--- config.mk ---
export PLATFORM = sky130hd
export DESIGN_NAME = leitor_serial
export DESIGN_NICKNAME = d
export VERILOG_FILES = /design/src/rtl/leitor_serial.sv
export SDC_FILE = /design/constraint.sdc
export NUM_CORES = 1
export LEC_CHECK = 0
export ABC_CLOCK_PERIOD_IN_PS = 2200
export CORE_UTILIZATION = 50
export CTS_CLUSTER_DIAMETER = 40
export DETAILED_ROUTE_END_ITERATION = 6
export PLACE_DENSITY = 0.76
export SYNTH_ARGS = -nofsm -noshare
export SYNTH_HDL_FRONTEND = slang
export SYNTH_SLANG_ARGS = --single-unit
--- constraint.sdc ---
create_clock -name clock -period 2.2 [get_ports clock]
set_clock_uncertainty 0.2 [all_clocks]
set_input_delay 0.55 -clock clock [delete_from_list [all_inputs] [get_ports clock]]
set_output_delay 0.55 -clock clock [all_outputs]
set_load 0.02 [all_outputs]
--- src/rtl/leitor_serial.sv ---
// rtl/leitor_serial.sv - parallel-in, serial-out reader with valid strobe and done pulse
module leitor_serial #(
  parameter int LARGURA      = 16,
  parameter bit MSB_PRIMEIRO = 1'b0
) (
  input  logic               clock,
  input  logic               reset,
  input  logic [LARGURA-1:0] valor,
  input  logic               inicio,
  output logic               saida_serial,
  output logic               bit_valido,
  output logic               ocupado,
  output logic               pronto
);

  localparam int CW = $clog2(LARGURA + 1);
  localparam logic [CW-1:0] CNT_INI = CW'(LARGURA - 1);

  typedef enum logic [1:0] {
    OCIOSO,
    DESLOCA,
    FIM
  } estado_t;

  estado_t            estado;
  logic [LARGURA-1:0] desloc;
  logic [CW-1:0]      cont;
  logic [LARGURA-1:0] prox;

  // The bit on the wire is always the head of the shift register, so the
  // next bit is the head of the shifted word.
  function automatic logic cabeca(input logic [LARGURA-1:0] w);
    return MSB_PRIMEIRO ? w[LARGURA-1] : w[0];
  endfunction

  assign prox = MSB_PRIMEIRO ? (desloc << 1) : (desloc >> 1);

  always_ff @(posedge clock or posedge reset) begin
    if (reset) begin
      estado       <= OCIOSO;
      desloc       <= '0;
      cont         <= '0;
      saida_serial <= 1'b0;
      bit_valido   <= 1'b0;
      ocupado      <= 1'b0;
      pronto       <= 1'b0;
    end else begin
      case (estado)
        OCIOSO: begin
          pronto <= 1'b0;
          if (inicio) begin
            desloc       <= valor;
            cont         <= CNT_INI;
            saida_serial <= cabeca(valor);
            bit_valido   <= 1'b1;
            ocupado      <= 1'b1;
            estado       <= DESLOCA;
          end
        end
        DESLOCA: begin
          if (cont != '0) begin
            desloc       <= prox;
            saida_serial <= cabeca(prox);
            cont         <= cont - CW'(1);
          end else begin
            saida_serial <= 1'b0;
            bit_valido   <= 1'b0;
            ocupado      <= 1'b0;
            pronto       <= 1'b1;
            estado       <= FIM;
          end
        end
        FIM: begin
          pronto <= 1'b0;
          estado <= OCIOSO;
        end
        default: begin
          estado <= OCIOSO;
        end
      endcase
    end
  end

endmodule
==> impl_metrics.toml, run 1 <==
[route]
vias = 846
drcViolationCount = 0
wire_per_inst_um = 14.1
routed_wl_mm = 2.20
via_per_inst = 5.42
antenna_left = 0
dr.pass1.iters = 4
drt_iter0_drc = 7

[floorplan]
die_w_um = 53.1
core-area_mm2 = 0.00248
fp-row-count = 18
dieArea_mm2 = 0.00282
start_util_pct = 52.7
io_pins = 23
fp.dieH_um = 53.1

[worst_setup_path]
critPathLaunchType = "flop"
crit_slowest_cell = "clkdlybuf4s50_1"
cp_cell_sequence = "clkdlybuf4s50_1"
critPathMaxStageDelay_ps = 610
cp_max_fo = 3
cp_data_required_time_ps = 1450
end_kind = "primary output"
critical-path-top-delay-family = "buffers and inverters"
critPathArrivalTime_ps = 1300
critPathKind = "flop to primary output"
crit_buf_inv = 1

[run]
max_cap_violations = 0

[clock_tree]
clock-sinks = 25
cts_resized = 0
clock_path_buffers = 2
cts_tree = "yes"
htree_num_levels = 1
insertion_delay_ps = 310
cts_made_buffers = 3
clk_pin_slew_worst_paths_ps = 120
post_cts_buffers = 0
cts_hold_buf = 0
root_buffer = "clkbuf_4"

[yosys]
synth.most_common_cell = "dfrtp_1"
ys.flop_type = "dfrtp_1"
synth_cell_types = 31
synth_top_area_share_pct = 47.9
ys_seq_elements = 25
synth_area_mm2 = 0.00131
synth_top_cell_by_area = "dfrtp_1"
yosysWarnings = 0
syn_inst = 99
synthTopCellsByArea = "dfrtp_1 48%, mux2_2 16%, mux2_4 10%"
ys_seq_area_share_pct = 47.9
syn_nets = 119
synth-edff-count = 0
async_reset_ff_share_pct = 100
avgSynthCellArea_um2 = 13.2
synth_common_cells = "25 x dfrtp_1, 19 x mux2_2, 9 x mux2_4"

[placement]
place_ws_ps = 53.1
gp_congestion = 0.856
dpl.hpwl_mm = 1.65
port_buffers = 22

[timing]
hold_viol_final = 0
slew_viol_final = 0
finalSetupViolCount = 0
max_freq_mhz = 488
worst_slack_ps = 150
tightestPinTransition_ps = 451
rsz0062_at_grt = "false"
setup_tns_ps = 0
fin_crit_sh_pct = 93.2
slew_headroom_pct = 69.9
fin_crit_ps = 2050

[outcome]
status = "complete, no violations"

[global_routing]
grt_max_degree = 26
overflow = 0
grt_pass1_wl_mm = 3.56
antenna_found_initial = 0
grt_pass1_vias = 858
grt_usage_pct = 18.3

[hold_path]
hp-class = "flop to flop"

[cells_and_area]
synthToLayoutAreaGrowth_pct = 22.0
num-nets-final = 147
num_antenna_cells = 0
drive_gt1_share_pct = 34.1

[pwr]
power.density_mw_per_mm2 = 1430
peakVddDrop_v = 0.000741
p_leak_nw = 0.742
-- layout by cell type, fill, tap and decap left out --
cell type        synthesis  final
a31oi_1                  2      2
o21ba_2                  1      1
a21oi_4                  1      1
nor4b_4                  1      1
dfrtp_1                 25     25
nand2b_1                 1      1
nand2_1                  1      1
mux2_4                   9      9
a22o_1                   1      1
nor2_1                   4      4
a21o_2                   1      1
o21ai_0                  1      1
clkdlybuf4s50_1          0     22
nor2b_1                  1      1
or4b_1                   1      1
nand3_1                  1      1
nand4_1                  1      1
inv_1                    7      7
o21bai_1                 1      1
mux2_2                  19     19
o22ai_1                  1      1
a21oi_1                  7      7
o21a_1                   2      2
a21o_1                   1      1
a21bo_2                  1      1
buf_4                    1      5
nor2b_4                  1      1
buf_12                   0      1
clkbuf_4                 0      3
or3_1                    1      1
clkbuf_1                 0      1
ha_1                     1      1
-- routing by layer --
metal / GRT usage [%] / vias up / part of all wire (%)
met1: 19.4 / 420 / 41
met3: 2.59 / 4 / 3.2
li1: - / 406 / -
met4: 9.65 / 0 / 1.7
met5: 0 / - / 0
met2: 34.2 / 16 / 54
-- flip-flops by register name, summed over array words and instances, names as in the netlist --
| register | flops |
|---|---|
| desloc | 15 |
| saida_serial | 1 |
| cont | 5 |
| ocupado | 1 |
| estado | 2 |
| pronto | 1 |
-- stage by stage --
step	hold slack, ps	utilization, %	cells	area (um2)	total power, mW
final	300	64.3	156	1590	2.29
after global routing	336	64.3	156	1590	2.44
after CTS	307	64.3	156	1590	2.32
after detailed placement	276	63.3	152	1570	2.11
after global placement	263	63.3	152	1570	2.06
after floorplan	275	-	99	1310	1.85
-- final cells by class --
cell class                 count  area, um2
clock buffer                   4       26.3
sequential                    25        626
multi-input combinational     62        601
timing repair buffer          28        278
fill                         194        883
inverter                       7       26.3
tap                           30       37.5
-- path summary, 6_finish.rpt --
kind,from,endpoint,slack (ps),cells past startpoint
min in group asynchronous,reset,desloc[3],360,3
min reg2reg,pronto,pronto,300,1
max,ocupado,ocupado,150,1
max reg2reg,cont[0],desloc[12],250,6
min,pronto,pronto,300,1
max in group asynchronous,reset,ocupado,1200,3
-- cells by family after synthesis --
| group | after synthesis | share of synthesized area (%) |
|---|---|---|
| muxes | 28 | 26.7 |
| AOI/OAI and AO/OA | 20 | 10.9 |
| and+or+nand+nor | 13 | 7.38 |
| DFF | 25 | 47.9 |
| adders and majority gates | 1 | 0.958 |
| buffers and inverters | 12 | 6.13 |
-- power by group --
part	leakage (nW)	switching, mW	internal, mW	total (mW)
combinational	0.420	0.490	0.781	1.27
clock	0.0150	0.129	0.0709	0.200
sequential	0.307	0.144	0.672	0.815
Note: power is estimated with default switching activity, not from simulation.
==> inputs of run 2 (changes only) <==
--- a/config.mk
+++ b/config.mk
@@ -6,10 +6,11 @@
 export NUM_CORES = 1
 export LEC_CHECK = 0
 export ABC_CLOCK_PERIOD_IN_PS = 2200
-export CORE_UTILIZATION = 50
+export CORE_UTILIZATION = 44
 export CTS_CLUSTER_DIAMETER = 40
 export DETAILED_ROUTE_END_ITERATION = 6
-export PLACE_DENSITY = 0.76
+export PLACE_DENSITY = 0.69
+export SLEW_MARGIN = 20
 export SYNTH_ARGS = -nofsm -noshare
 export SYNTH_HDL_FRONTEND = slang
 export SYNTH_SLANG_ARGS = --single-unit
==> run 2 against run 1 <==
Net effect: register-to-register slack improved by 20 ps; combinational power about the same; setup slack worse by 14 ps; global-route usage shrank 2.3 points; critical endpoint is now bit_valido.
==> impl_metrics.toml, run 2 (synthesized netlist as in run 1, its figures left out) <==
[pwr]
seqPwrFrac_pct = 35.7
peakVddDrop_v = 0.000864
power_frac_comb_pct = 55.3
totalPowerFinal_mw = 2.28
p_leak_nw = 0.737
switching_share_pct = 33.6
power.share.clock_pct = 9.0
power.switching_uw = 764
internal_power_mw = 1.51
power.density_mw_per_mm2 = 1430

[global_routing]
overflow = 0
antenna_found_initial = 0
grt_pass1_wl_mm = 3.93
grt_max_degree = 26
grt_pass1_vias = 870
grt_usage_pct = 15.9

[clock_tree]
insertion_delay_ps = 310
cts_resized = 0
cts_made_buffers = 3
htree_num_levels = 1
clock_path_buffers = 2
clock-sinks = 25
post_cts_buffers = 0
cts_tree = "yes"
root_buffer = "clkbuf_4"
clk_pin_slew_worst_paths_ps = 130
cts_hold_buf = 0

[route]
drcViolationCount = 0
routed_wl_mm = 2.15
via_per_inst = 5.30
drt_iter0_drc = 24
antenna_left = 0
wire_per_inst_um = 13.8
vias = 827
dr.pass1.iters = 6

[floorplan]
core-area_mm2 = 0.00278
die_w_um = 56.5
fp.dieH_um = 56.5
start_util_pct = 47.0
io_pins = 23
dieArea_mm2 = 0.00319
fp-row-count = 19

[placement]
port_buffers = 22
placedCellCount = 152
place_ws_ps = 33.0
gp_congestion = 0.785
dpl.hpwl_mm = 1.52
dpl_cell_area_mm2 = 0.00156

[hold_path]
hold_end = "pronto"
hold_path_depth = 1
hp-class = "flop to flop"
min_from = "pronto"

[timing]
tightestPinTransition_ps = 421
finalSetupViolCount = 0
rsz0062_at_grt = "false"
slew_viol_final = 0
fin_crit_sh_pct = 93.8
worst_slack_ps = 137
slew_headroom_pct = 71.9
max_freq_mhz = 485
setup_tns_ps = 0
hold_viol_final = 0
fin_crit_ps = 2060

[worst_setup_path]
critPathArrivalTime_ps = 1310
cp_data_required_time_ps = 1450
critPathMaxStageDelay_ps = 610
critPathLaunchType = "flop"
rrSetupSlack_ps = 270
cp_max_fo = 3
ff2ff_path_depth = 6
critical-path-top-delay-family = "buffers and inverters"
critPathKind = "flop to primary output"
reg2reg_from = "cont[0]"
end_kind = "primary output"
reg2reg_to = "desloc[13]"
crit_buf_inv = 1
crit_slowest_cell = "clkdlybuf4s50_1"
cp_cell_sequence = "clkdlybuf4s50_1"

[cells_and_area]
drive_gt1_share_pct = 33.6
largestRegisters = "desloc: 15 flops, cont: 5 flops, estado: 2 flops"
num-nets-final = 146
register_area_um2 = 626
layout.cells.non_filler = 156
final_common_cell = "dfrtp_1"
regMostFlops = "desloc"
fillers = 243
num_antenna_cells = 0
finalInstanceArea_mm2 = 0.00159
synthToLayoutAreaGrowth_pct = 21.6
largest_reg_flops = 15
multi_input_area_um2 = 601
final_cell_mix = "25 x dfrtp_1, 22 x clkdlybuf4s50_1, 19 x mux2_2"

[outcome]
status = "complete, no violations"

[run]
max_cap_violations = 0
run 2: cell types whose count changed in the layout (fill, tap and decap cells not counted):
cell   delta
buf_4     -1
run 2: routing by layer:
layer	global-route usage, %	wire length (um)
met4	7.32	36
met2	25.7	1010
met3	2.53	91
met5	0	0
met1	21.0	1020
run 2: metrics by stage:
| stage | hold slack, ps | utilization (%) |
|---|---|---|
| final | 308 | 57.1 |
| after global routing | 329 | 57.1 |
| after CTS | 313 | 57.1 |
| after detailed placement | 281 | 56.1 |
| after global placement | 265 | 56.1 |
| after floorplan | 275 | - |
run 2: area by class of cell:
type / instances / share of cell area [%]
Sequential cell: 25 / 39.4
Timing Repair Buffer: 27 / 17.0
Inverter: 7 / 1.65
Tap cell: 31 / 2.44
Multi-Input combinational cell: 62 / 37.8
Clock buffer: 4 / 1.65
run 2: power by group through the flow:
stage	logic (mW)	clock network, mW	registers (mW)
detailed placement	1.26	0	0.826
CTS	1.28	0.215	0.813
finish	1.26	0.205	0.812
global placement	1.23	0	0.818
floorplan	1.02	0	0.824
global route	1.37	0.231	0.844
run 2: worst max path at each step:
stage            start    endpoint  slack [ps]  cells past startpoint
6_report       ocupado  bit_valido         140                      1
2_1_floorplan  cont[0]  desloc[11]         370                      6
3_5_place_dp    inicio  desloc[10]          30                      5
4_1_cts        ocupado  bit_valido         120                      1
5_1_grt        ocupado  bit_valido          50                      1
3_3_place_gp    inicio   desloc[9]          60                      5
==> inputs of run 3 (changes only) <==
--- a/config.mk
+++ b/config.mk
@@ -6,6 +6,7 @@
 export NUM_CORES = 1
 export LEC_CHECK = 0
 export ABC_CLOCK_PERIOD_IN_PS = 2200
+export CORE_MARGIN = 3
 export CORE_UTILIZATION = 44
 export CTS_CLUSTER_DIAMETER = 40
 export DETAILED_ROUTE_END_ITERATION = 6
==> run 3 against run 2 <==
Net effect: combinational power is essentially flat; non-clock buffer count grew 1; critical path depth is the same; sequential cell count is the same; clock power is essentially flat; die area grew 15%; global-route usage shrank 1.9 points; final area grew 0.55%; via count shrank 0.48%.
==> impl_metrics.toml, run 3 (synthesized netlist as in run 1, its figures left out) <==
[floorplan]
start_util_pct = 47.0
fp.dieH_um = 60.5
io_pins = 23
die_w_um = 60.5
dieArea_mm2 = 0.00366
core-area_mm2 = 0.00278
fp-row-count = 19

[clock_tree]
root_buffer = "clkbuf_4"
cts_hold_buf = 0
cts_tree = "yes"
insertion_delay_ps = 320
htree_num_levels = 1
post_cts_buffers = 0
cts_made_buffers = 3
cts_resized = 0
clk_pin_slew_worst_paths_ps = 120
clock-sinks = 25
clock_path_buffers = 2

[cells_and_area]
largestRegisters = "desloc: 15 flops, cont: 5 flops, estado: 2 flops"
num-nets-final = 147
finalInstanceArea_mm2 = 0.00160
final_cell_mix = "25 x dfrtp_1, 22 x clkdlybuf4s50_1, 19 x mux2_2"
final_common_cell = "dfrtp_1"
synthToLayoutAreaGrowth_pct = 22.2
regMostFlops = "desloc"
final_core_util_pct = 57.4
drive_gt1_share_pct = 34.9
num_antenna_cells = 0
largest_reg_flops = 15

[worst_setup_path]
cp_max_fo = 3
end_kind = "primary output"
critPathMaxStageDelay_ps = 610
critPathLaunchType = "flop"
reg2reg_to = "desloc[14]"
cp_data_required_time_ps = 1450
ff2ff_path_depth = 6
crit_slowest_cell = "clkdlybuf4s50_1"
critPathArrivalTime_ps = 1300
rrSetupSlack_ps = 280
critical-path-top-delay-family = "buffers and inverters"
cp_cell_sequence = "clkdlybuf4s50_1"
reg2reg_from = "cont[0]"
critPathKind = "flop to primary output"
crit_buf_inv = 1

[route]
dr.pass1.iters = 4
drt_iter0_drc = 16
vias = 823
antenna_left = 0
wire_per_inst_um = 13.8
drcViolationCount = 0
routed_wl_mm = 2.17
via_per_inst = 5.24

[timing]
slew_viol_final = 0
tightestPinTransition_ps = 391
rsz0062_at_grt = "false"
slew_headroom_pct = 73.9
finalSetupViolCount = 0
setup_tns_ps = 0
hold_viol_final = 0
fin_crit_ps = 2050
fin_crit_sh_pct = 93.2
max_freq_mhz = 488

[placement]
dpl_cell_area_mm2 = 0.00157
port_buffers = 22
dpl.hpwl_mm = 1.61
gp_congestion = 0.792

[pwr]
power.density_mw_per_mm2 = 1430
p_leak_nw = 0.744
peakVddDrop_v = 0.000854

[global_routing]
grt_usage_pct = 14.0
grt_pass1_wl_mm = 3.77
overflow = 0
grt_pass1_vias = 827
grt_max_degree = 26
antenna_found_initial = 0

[hold_path]
hold_path_depth = 1
hold_end = "pronto"
min_from = "pronto"
hp-class = "flop to flop"

[run]
max_cap_violations = 0

[outcome]
status = "complete, no violations"
-- run 3: cell type report --
cell class                      instances  area (um2)
Clock buffer                            3        22.5
Clock inverter                          1        5.00
Fill cell                             259        1180
Inverter                                7        26.3
Multi-Input combinational cell         62         601
Sequential cell                        25         626
Tap cell                               31        38.8
Timing Repair Buffer                   28         278
-- run 3: routing by layer --
layer	wire length (um)	track usage, %
met2	1030	24.2
met5	0	0
met4	46	5.57
met3	140	2.55
met1	949	17.3
-- run 3: worst max-delay path by stage --
stage | start | to | slack [ps] | cells after the start
after CTS | ocupado | ocupado | 130 | 1
after floorplan | cont[0] | desloc[11] | 370 | 6
after global routing | ocupado | bit_valido | 70 | 1
after global placement | inicio | desloc[3] | 60 | 5
final | ocupado | ocupado | 150 | 1
after detailed placement | inicio | desloc[6] | 40 | 5
-- run 3: stage by stage --
stage / cells / setup slack [ps] / hold WS, ps / total power, mW
floorplan: 99 / 371 / 275 / 1.85
global placement: 153 / 63.6 / 265 / 2.06
detailed placement: 153 / 36.8 / 270 / 2.11
CTS: 157 / 128 / 299 / 2.31
global route: 157 / 72.7 / 309 / 2.47
finish: 157 / 151 / 296 / 2.28
-- run 3: power by group --
part / internal (mW) / total [mW] / switching [mW]
Sequential: 0.672 / 0.817 / 0.146
Clock: 0.0680 / 0.203 / 0.135
Combinational: 0.780 / 1.26 / 0.478
Total: 1.52 / 2.28 / 0.759
